<file path="src/rtl/fb_port_arbiter.sv">
`default_nettype none
`timescale 1ns/1ps
// ============================================================================
// fb_port_arbiter : shares one single-port frame-buffer SRAM between pixel
// refill bursts and single-word CPU accesses. Define FB_ARB_FAIRNESS_EN to
// serve a CPU request that waited through a burst before the next burst.
// Revision: 1.0
// ============================================================================
module fb_port_arbiter #(
    parameter int ADDR_W    = 16,
    parameter int DATA_W    = 32,
    parameter int BURST_LEN = 8
) (
    input  logic                  clk_clk,
    input  logic                  reset_reset,
    input  logic [ADDR_W-1:0]     cpu_address,
    input  logic                  cpu_read,
    input  logic                  cpu_write,
    input  logic [DATA_W-1:0]     cpu_writedata,
    input  logic [DATA_W/8-1:0]   cpu_byteenable,
    output logic                  cpu_waitrequest,
    output logic [DATA_W-1:0]     cpu_readdata,
    output logic                  cpu_readdatavalid,
    input  logic                  pix_req,
    input  logic [ADDR_W-1:0]     pix_addr,
    output logic                  pix_ack,
    output logic [DATA_W-1:0]     pix_data,
    output logic                  pix_valid,
    output logic                  pix_last,
    output logic [ADDR_W-1:0]     mem_address,
    output logic                  mem_read,
    output logic                  mem_write,
    output logic [DATA_W-1:0]     mem_writedata,
    output logic [DATA_W/8-1:0]   mem_byteenable,
    input  logic [DATA_W-1:0]     mem_readdata
);

    localparam int CNT_W = (BURST_LEN > 1) ? $clog2(BURST_LEN) : 1;
    localparam logic [CNT_W-1:0] c_last_beat = CNT_W'(BURST_LEN - 1);

    localparam logic [1:0] c_idle      = 2'd0;
    localparam logic [1:0] c_pix_burst = 2'd1;
    localparam logic [1:0] c_cpu_acc   = 2'd2;

    logic [1:0]        r_state;
    logic [1:0]        w_next_state;
    logic [ADDR_W-1:0] r_base;
    logic [CNT_W-1:0]  r_count;
    logic              r_pix_tag;
    logic              r_last_tag;
    logic              r_cpu_tag;
    logic              w_cpu_req;
    logic              w_cpu_owed;
    logic              w_grant_pix;

    assign w_cpu_req   = cpu_read | cpu_write;
    assign w_grant_pix = (r_state == c_idle) && (w_next_state == c_pix_burst);

    // State register
    always_ff @(posedge clk_clk) begin
        if (reset_reset) begin
            r_state <= c_idle;
        end else begin
            r_state <= w_next_state;
        end
    end

    // Next-state logic: an owed CPU access outranks a waiting burst
    always_comb begin
        w_next_state = r_state;
        case (r_state)
            c_idle: begin
                if (w_cpu_owed && w_cpu_req) begin
                    w_next_state = c_cpu_acc;
                end else if (pix_req) begin
                    w_next_state = c_pix_burst;
                end else if (w_cpu_req) begin
                    w_next_state = c_cpu_acc;
                end
            end
            c_pix_burst: begin
                if (r_count == c_last_beat) begin
                    w_next_state = c_idle;
                end
            end
            c_cpu_acc: w_next_state = c_idle;
            default:   w_next_state = c_idle;
        endcase
    end

    // Output logic
    always_comb begin
        mem_read        = 1'b0;
        mem_write       = 1'b0;
        mem_address     = '0;
        mem_writedata   = '0;
        mem_byteenable  = '0;
        cpu_waitrequest = 1'b1;
        pix_ack         = 1'b0;
        case (r_state)
            c_pix_burst: begin
                mem_read       = 1'b1;
                mem_address    = r_base + ADDR_W'(r_count);
                mem_byteenable = '1;
                pix_ack        = (r_count == '0);
            end
            c_cpu_acc: begin
                cpu_waitrequest = 1'b0;
                mem_address     = cpu_address;
                mem_writedata   = cpu_writedata;
                mem_byteenable  = cpu_byteenable;
                mem_read        = cpu_read;
                mem_write       = cpu_write;
            end
            default: ;
        endcase
    end

    // Burst bookkeeping and read-return ownership tags
    always_ff @(posedge clk_clk) begin
        if (reset_reset) begin
            r_base     <= '0;
            r_count    <= '0;
            r_pix_tag  <= 1'b0;
            r_last_tag <= 1'b0;
            r_cpu_tag  <= 1'b0;
        end else begin
            if (w_grant_pix) begin
                r_base  <= pix_addr;
                r_count <= '0;
            end else if (r_state == c_pix_burst) begin
                r_count <= r_count + 1'b1;
            end
            r_pix_tag  <= (r_state == c_pix_burst);
            r_last_tag <= (r_state == c_pix_burst) && (r_count == c_last_beat);
            // A simultaneous write wins, so its read half never returns data
            r_cpu_tag  <= (r_state == c_cpu_acc) && cpu_read && !cpu_write;
        end
    end

    assign pix_valid         = r_pix_tag;
    assign pix_last          = r_last_tag;
    assign pix_data          = r_pix_tag ? mem_readdata : '0;
    assign cpu_readdatavalid = r_cpu_tag;
    assign cpu_readdata      = r_cpu_tag ? mem_readdata : '0;

`ifdef FB_ARB_FAIRNESS_EN
    logic r_cpu_owed;

    // A CPU request that had to wait through a burst is served next
    always_ff @(posedge clk_clk) begin
        if (reset_reset) begin
            r_cpu_owed <= 1'b0;
        end else begin
            case (r_state)
                c_pix_burst: if (w_cpu_req)  r_cpu_owed <= 1'b1;
                c_cpu_acc:                   r_cpu_owed <= 1'b0;
                c_idle:      if (!w_cpu_req) r_cpu_owed <= 1'b0;
                default: ;
            endcase
        end
    end

    assign w_cpu_owed = r_cpu_owed;
`else
    assign w_cpu_owed = 1'b0;
`endif

endmodule
`default_nettype wire

</file>
<file path="config.mk">
export PLATFORM = sky130hd
export DESIGN_NAME = fb_port_arbiter
export DESIGN_NICKNAME = d
export VERILOG_FILES = /design/src/rtl/fb_port_arbiter.sv
export SDC_FILE = /design/constraint.sdc
export NUM_CORES = 1
export LEC_CHECK = 0
export ABC_CLOCK_PERIOD_IN_PS = 3500
export CAP_MARGIN = 20
export CORE_MARGIN = 2
export CORE_UTILIZATION = 33
export CTS_CLUSTER_DIAMETER = 120
export DETAILED_ROUTE_END_ITERATION = 16
export GPL_ROUTABILITY_DRIVEN = 0
export MAX_ROUTING_LAYER = met4
export PLACE_DENSITY = 0.88
export SETUP_SLACK_MARGIN = 0.15
export SLEW_MARGIN = 10
export SYNTH_ARGS = -nofsm -noshare
export SYNTH_HDL_FRONTEND = slang
export SYNTH_SLANG_ARGS = --single-unit
</file>
<file path="constraint.sdc">
create_clock -name clk_clk -period 3.5 [get_ports clk_clk]
set_input_delay 0.875 -clock clk_clk [delete_from_list [all_inputs] [get_ports clk_clk]]
set_output_delay 0.875 -clock clk_clk [all_outputs]
set_load 0.005 [all_outputs]
</file>
==> impl_metrics.yaml, run 1 <==
outcome:
  status: "completed"
synthesis:
  synth_top_cell_area_share: 0.269
  syn_nets: 420
  synth_top_cell_by_area: "sky130_fd_sc_hd__and2_1"
  synthesis_warnings: 0
  synthSimpleGateAreaFrac: 0.433
  async_reset_ff_frac: 0
  netlist_area_sq_um: 2330
  synth.distinct_cells: 44
  synth_seq_area_share: 0.206
  synth_compound_gate_area_share: 0.122
  netlist_top_cells_area: "sky130_fd_sc_hd__and2_1 27%, sky130_fd_sc_hd__dfxtp_1 21%, sky130_fd_sc_hd__mux2i_1 7.7%, sky130_fd_sc_hd__ha_1 4.8%, sky130_fd_sc_hd__nor2_1 3.4%"
  dominant_combinational_cell_family_by_area_after_synthesis: "simple AND/OR/NAND/NOR gates"
  post_synth_edffs: 0
  synth_cells: 305
  synth.ff_latch_count: 24
  synth_xor_area_frac: 0.0452
  yosys_most_used_dff: "sky130_fd_sc_hd__dfxtp_1"
  synthAdderAreaFrac: 0.0570
  synthMuxAreaShare: 0.0774
  synthesis.area_per_instance_sq_um: 7.63
clock_network:
  clk_pin_slew_worst_paths_ps: 90
  cts.sinks: 24
  cts-root-to-sink-buffers: 2
  tritoncts: "built"
  postCtsHoldBufs: 0
  cts-htree-levels: 1
  numCtsBuffers: 3
  cts_root_buffer: "sky130_fd_sc_hd__clkbuf_8"
  worst_skew_pair.late_latency_ps: 270
sta:
  finalSetupViolations: 0
  rsz0062_at_grt: "yes"
  max_freq_mhz: 310
  timing.setup.tns_ps: 0
  maxSlewViolCount: 0
  max_slew.worst_pin.slew_ps: 789
  period_share: 0.922
  period_minus_slack_ps: 3230
  fin_hold_ws_ps: 515
  max_slew_headroom_at_the_worst_pin: 0.473
  clock_skew_ps: 5.61
  final-hold-violation-count: 0
cells_and_area:
  multi_input_comb_area_sq_um: 1730
  most_common_library_cell_in_the_layout_ignoring_fill_and_taps: "sky130_fd_sc_hd__clkdlybuf4s50_1"
  final_nets: 638
  layout_common_cells: "221 x sky130_fd_sc_hd__clkdlybuf4s50_1, 99 x sky130_fd_sc_hd__and2_1, 22 x sky130_fd_sc_hd__dfxtp_1, 21 x sky130_fd_sc_hd__nor2_1, 20 x sky130_fd_sc_hd__nand2_1"
  finish.instance_area_sq_um: 4730
  antenna_cells_inserted: 0
  post-route-util: 0.697
  post_route_cells_drive_above_1_share: 0.0479
  fillers: 555
  areaGrowthSynthToFinish_pct: 103
  regArea_sq_um: 483
floorplanning:
  die_area_sq_um: 7740
  die_x_um: 88.0
  floorplan.die.height_um: 88.0
  core_area_sq_um: 6790
  rows: 30
  start_util: 0.343
  pin_count: 228
critical_path:
  worst-endpoint-arrival_ps: 2350
  setup.worst_path.end_class: "output pin"
  critical_path.startpoint_type: "register"
  crit_type: "register to output pin"
  cp_slowest_stage_delay_ps: 520
  crit_path_top_delay_cell: "sky130_fd_sc_hd__clkdlybuf4s50_1"
  crit_path_cell_trace: "ha_1 > nand3_2 > a2111oi_2 > xnor2_1 > o21ai_2 > clkdlybuf4s50_1"
  crit_required_ps: 2620
  largest_fanout_of_any_net_on_the_critical_path: 6
placement:
  port_buffers: 227
  post_dp_cell_area_sq_um: 4630
  detailedPlacementHpwl_um: 8050
global_route:
  grt_antenna_before_repair: 0
  groute.usage.overall: 0.245
  gr-total-overflow: 0
  first_pass_grt_wire_length_um: 14400
  grt_max_degree: 41
  first_global_vias: 2852
power_and_ir_drop:
  power_switching_uw: 254
  worst_ir_drop_on_vdd_mv: 0.260
  netSwitchingFraction: 0.268
  internal-power_uw: 694
  clkPwrFrac: 0.260
  power_density_nw_per_um2: 200
  power_total_uw: 948
  combinationalPowerShare: 0.403
  seqPwrFrac: 0.338
  cellLeakagePower_uw: 0.00187
detailed_routing:
  drt_first_iter_violations: 88
  firstDrtPassIters: 4
  drc_errors_left: 0
  antenna_violating_nets_post_route: 0
  drt-vias-per-instance: 4.65
  drt_wl_total_um: 9630
  post_drt_wl_per_cell_um: 15.6
  dr_total_vias: 2873
min_path:
  hold_path.class: "register to register"
flow_run:
  max_cap_violations: 0
==> registers in the layout, indices dropped and copies added (netlist names) <==
register / flops
cpu_readdatavalid: 1
pix_last: 1
pix_valid: 1
r_base: 16
r_count: 3
r_state: 2
==> cell usage after synthesis, types with 2 or more instances <==
cell type / instances
sky130_fd_sc_hd__a211oi_1: 2
sky130_fd_sc_hd__a21oi_1: 10
sky130_fd_sc_hd__a22oi_1: 2
sky130_fd_sc_hd__and2_1: 100
sky130_fd_sc_hd__clkbuf_1: 14
sky130_fd_sc_hd__clkbuf_8: 2
sky130_fd_sc_hd__dfxtp_1: 24
sky130_fd_sc_hd__ha_1: 9
sky130_fd_sc_hd__inv_1: 7
sky130_fd_sc_hd__mux2i_1: 18
sky130_fd_sc_hd__nand2_1: 20
sky130_fd_sc_hd__nand2b_1: 4
sky130_fd_sc_hd__nand3_1: 5
sky130_fd_sc_hd__nand4_1: 2
sky130_fd_sc_hd__nor2_1: 21
sky130_fd_sc_hd__nor2b_1: 10
sky130_fd_sc_hd__o2111ai_1: 3
sky130_fd_sc_hd__o211ai_1: 2
sky130_fd_sc_hd__o21ai_0: 14
sky130_fd_sc_hd__o21ai_2: 2
sky130_fd_sc_hd__xnor2_1: 8
sky130_fd_sc_hd__xor2_1: 4
==> power by group through the flow <==
stage / clock network, uW / registers [uW] / logic (uW)
6_report: 246 / 320 / 382
5_1_grt: 260 / 325 / 413
4_1_cts: 248 / 320 / 385
3_5_place_dp: 0 / 327 / 382
3_3_place_gp: 0 / 325 / 376
2_1_floorplan: 0 / 316 / 153
==> worst paths after layout <==
kind	slack, ps	from	cells past startpoint	to
max	270	r_base[2]$_SDFFE_PP0P_	6	mem_address[13]
min	510	r_base[0]$_SDFFE_PP0P_	2	r_base[0]$_SDFFE_PP0P_
max reg2reg	1530	r_state[1]$_SDFF_PP0_	7	r_base[7]$_SDFFE_PP0P_
min reg2reg	510	r_base[0]$_SDFFE_PP0P_	2	r_base[0]$_SDFFE_PP0P_
==> area by class of cell <==
class,count,area share
clock buffers,3,0.00872
clock inverters,1,0.00634
inverters,7,0.00555
multi-input cells,255,0.365
flip-flops and latches,24,0.102
well taps,96,0.0254
repair buffers,232,0.487
==> stage by stage <==
stage,worst slack [ps],cells
3_5_place_dp,182,612
6_report,274,618
4_1_cts,167,618
2_1_floorplan,789,305
5_1_grt,141,618
3_3_place_gp,222,612
==> critical path: cells and delay by family (launching register included) <==
| kind | cells | cell delay, ps |
|---|---|---|
| AOI/OAI and AO/OA | 2 | 510 |
| xor gates and xnor gates | 1 | 130 |
| adders and majority gates | 1 | 380 |
| buffers and inverters | 1 | 520 |
| DFF | 1 | 340 |
| and+or+nand+nor | 1 | 190 |
==> timing repair <==
action / 4_1_cts / 5_1_grt
buffers inserted: 2 / 0
cloned: 0 / 0
gates resized for setup: 8 / 6
setup endpoints to repair: 6 / 8
==> routing by layer <==
layer | up-vias | track usage | part of all wire
li1 | 1443 | - | -
met1 | 1306 | 0.251 | 0.37
met2 | 108 | 0.470 | 0.54
met3 | 16 | 0.0518 | 0.070
met4 | 0 | 0.0615 | 0.022
met5 | - | - | 0
==> kinds of logic after synthesis <==
| logic type | Yosys count |
|---|---|
| adders and majority gates | 10 |
| and+or+nand+nor | 174 |
| xor gates and xnor gates | 12 |
| buffers and inverters | 26 |
| DFF | 24 |
| muxes | 18 |
| AOI/OAI and AO/OA | 41 |
No activity file was read; power rests on OpenSTA's default activity.
==> inputs of run 2 (changes only) <==
--- a/config.mk
+++ b/config.mk
@@ -7,13 +7,15 @@
 export LEC_CHECK = 0
 export ABC_CLOCK_PERIOD_IN_PS = 3500
 export CAP_MARGIN = 20
+export CELL_PAD_IN_SITES_DETAIL_PLACEMENT = 0
+export CELL_PAD_IN_SITES_GLOBAL_PLACEMENT = 1
 export CORE_MARGIN = 2
-export CORE_UTILIZATION = 33
+export CORE_UTILIZATION = 21
 export CTS_CLUSTER_DIAMETER = 120
 export DETAILED_ROUTE_END_ITERATION = 16
 export GPL_ROUTABILITY_DRIVEN = 0
 export MAX_ROUTING_LAYER = met4
-export PLACE_DENSITY = 0.88
+export PLACE_DENSITY_LB_ADDON = 0.1
 export SETUP_SLACK_MARGIN = 0.15
 export SLEW_MARGIN = 10
 export SYNTH_ARGS = -nofsm -noshare
==> run 2 against run 1 <==
Final cell count grew 7.8%. Via count shrank 1.7%. Worst hold slack lost 11 ps. Core utilization shrank 25 points. Design area grew 1.3%. Critical path depth is the same. Fmax grew 0.34%. Global-route usage shrank 9.4 points. Clock power shrank 23%. Worst setup slack gained 11 ps. Sequential cell count is the same. First-iteration DRC count grew 23%.
==> impl_metrics.yaml, run 2 (synthesis results as in run 1) <==
cells_and_area:
  most_common_library_cell_in_the_layout_ignoring_fill_and_taps: "sky130_fd_sc_hd__clkdlybuf4s50_1"
  multi_input_comb_area_sq_um: 1720
  final_nets: 642
  antenna_cells_inserted: 0
  areaGrowthSynthToFinish_pct: 106
  regArea_sq_um: 483
  reg.largest.list: "r_base (16), r_count (3), r_state (2)"
  regMostFlops: "r_base"
  largest_reg_flops: 16
  layout_common_cells: "221 x sky130_fd_sc_hd__clkdlybuf4s50_1, 100 x sky130_fd_sc_hd__and2_1, 22 x sky130_fd_sc_hd__dfxtp_1, 21 x sky130_fd_sc_hd__nor2_1, 20 x sky130_fd_sc_hd__nand2_1"
  fillers: 1127
  post_route_cells_drive_above_1_share: 0.0513
clock_network:
  numCtsBuffers: 3
  cts-root-to-sink-buffers: 2
  clk_pin_slew_worst_paths_ps: 90
  cts-htree-levels: 1
  cts_root_buffer: "sky130_fd_sc_hd__clkbuf_8"
  worst_skew_pair.late_latency_ps: 270
  tritoncts: "built"
  cts.sinks: 24
placement:
  detailedPlacementHpwl_um: 7770
  port_buffers: 227
detailed_routing:
  drt_first_iter_violations: 108
  drt_wl_total_um: 9350
  antenna_violating_nets_post_route: 0
  drc_errors_left: 0
  drt-vias-per-instance: 4.24
  firstDrtPassIters: 4
  post_drt_wl_per_cell_um: 14.0
  dr_total_vias: 2824
floorplanning:
  floorplan.die.height_um: 109
  die_x_um: 109
  pin_count: 228
  die_area_sq_um: 11900
  rows: 38
  core_area_sq_um: 10800
  start_util: 0.215
power_and_ir_drop:
  power_switching_uw: 246
  clkPwrFrac: 0.214
  worst_ir_drop_on_vdd_mv: 0.141
  seqPwrFrac: 0.356
  combinationalPowerShare: 0.431
  power_density_nw_per_um2: 185
  internal-power_uw: 643
  netSwitchingFraction: 0.277
  cellLeakagePower_uw: 0.00188
min_path:
  min-delay-start: "r_base[0]$_SDFFE_PP0P_"
  sink_of_the_worst_hold_path: "r_base[0]$_SDFFE_PP0P_"
  hold_path.class: "register to register"
  timing.hold.worst_path_depth: 2
critical_path:
  crit_required_ps: 2620
  startpoint_of_the_worst_slack_reg_to_reg_timing_path: "r_state[1]$_SDFF_PP0_"
  timing.rr.end: "r_count[0]$_SDFFE_PP0P_"
  setup.worst_path.end_class: "output pin"
  setup.reg_to_reg.worst_slack_ps: 1550
  worst-r2r-cell-count: 7
  largest_fanout_of_any_net_on_the_critical_path: 6
  critical_path.startpoint_type: "register"
  worst-endpoint-arrival_ps: 2340
  crit_type: "register to output pin"
sta:
  period_share: 0.919
  clock_skew_ps: 3.46
  max_freq_mhz: 311
  max_slew.worst_pin.slew_ps: 792
  finalSetupViolations: 0
  fin_hold_ws_ps: 503
  maxSlewViolCount: 0
  rsz0062_at_grt: "yes"
  final-hold-violation-count: 0
  period_minus_slack_ps: 3220
  timing.setup.tns_ps: 0
  max_slew_headroom_at_the_worst_pin: 0.471
global_route:
  first_pass_grt_wire_length_um: 13900
  grt_antenna_before_repair: 0
  grt_max_degree: 45
  gr-total-overflow: 0
  groute.usage.overall: 0.152
  first_global_vias: 2574
outcome:
  status: "completed"
flow_run:
  max_cap_violations: 0
## run 2: cell types whose count changed in the layout (fill, tap and decap cells not counted), sizes merged
cell | previous run | this run
bufinv | 1 | 0
buf | 5 | 9
clkbuf | 3 | 4
## run 2: worst max path at each step
stage | startpoint | to | slack, ps | cells past startpoint
floorplan | r_count[0]$_SDFFE_PP0P_ | mem_address[14] | 790 | 7
global placement | r_count[0]$_SDFFE_PP0P_ | mem_address[14] | 220 | 8
detailed placement | r_count[0]$_SDFFE_PP0P_ | mem_address[14] | 200 | 8
CTS | r_base[0]$_SDFFE_PP0P_ | mem_address[10] | 150 | 9
global route | r_count[2]$_SDFFE_PP0P_ | mem_address[7] | 130 | 6
finish | r_count[2]$_SDFFE_PP0P_ | mem_address[13] | 280 | 6
## run 2: metrics by stage
stage                     cells  cell area (sq um)   util  setup slack (ps)  total power [uW]
after global placement      661               4720  0.436               216               708
final                       666               4800  0.442               285               889
after floorplan             305               2330      -               789               470
after detailed placement    661               4720  0.436               201               711
after global routing        666               4800  0.442               127               950
after CTS                   666               4790  0.442               150               907
## run 2: layout make-up
type / count / area share
Tap cell: 140 / 0.0365
Clock buffer: 4 / 0.0115
Timing Repair Buffer: 236 / 0.487
Inverter: 7 / 0.00548
Sequential cell: 24 / 0.101
Multi-Input combinational cell: 255 / 0.359
## run 2: power by group through the flow
stage / clock network [uW] / registers (uW) / logic [uW]
global placement: 0 / 323 / 385
global route: 211 / 320 / 419
detailed placement: 0 / 323 / 388
CTS: 200 / 316 / 392
floorplan: 0 / 316 / 153
finish: 190 / 316 / 383
## run 2: repair_timing
action,4_1_cts,5_1_grt
setup buffers,1,0
hold buffers,0,0
endpoints found under the setup margin,8,6
resized for setup,9,2
pin swaps,2,0
## run 2: critical path: stages, from the launching register on
cell                              delay (ps)
sky130_fd_sc_hd__dfxtp_1                 350
sky130_fd_sc_hd__ha_1                    390
sky130_fd_sc_hd__nand3_2                 190
sky130_fd_sc_hd__a2111oi_2               370
sky130_fd_sc_hd__xnor2_1                 130
sky130_fd_sc_hd__o21ai_2                 130
sky130_fd_sc_hd__clkdlybuf4s50_1         520
## run 2: metal layers
metal  GRT usage  share of wire
met3      0.0299          0.082
met2       0.282           0.52
met5           -              0
met4      0.0262         0.0064
met1       0.169           0.39
==> inputs of run 3 (changes only) <==
--- a/config.mk
+++ b/config.mk
@@ -6,7 +6,6 @@
 export NUM_CORES = 1
 export LEC_CHECK = 0
 export ABC_CLOCK_PERIOD_IN_PS = 3500
-export CAP_MARGIN = 20
 export CELL_PAD_IN_SITES_DETAIL_PLACEMENT = 0
 export CELL_PAD_IN_SITES_GLOBAL_PLACEMENT = 1
 export CORE_MARGIN = 2
==> results of run 3 <==
No change in the layout: final DEF, timing and power equal those of run 2.
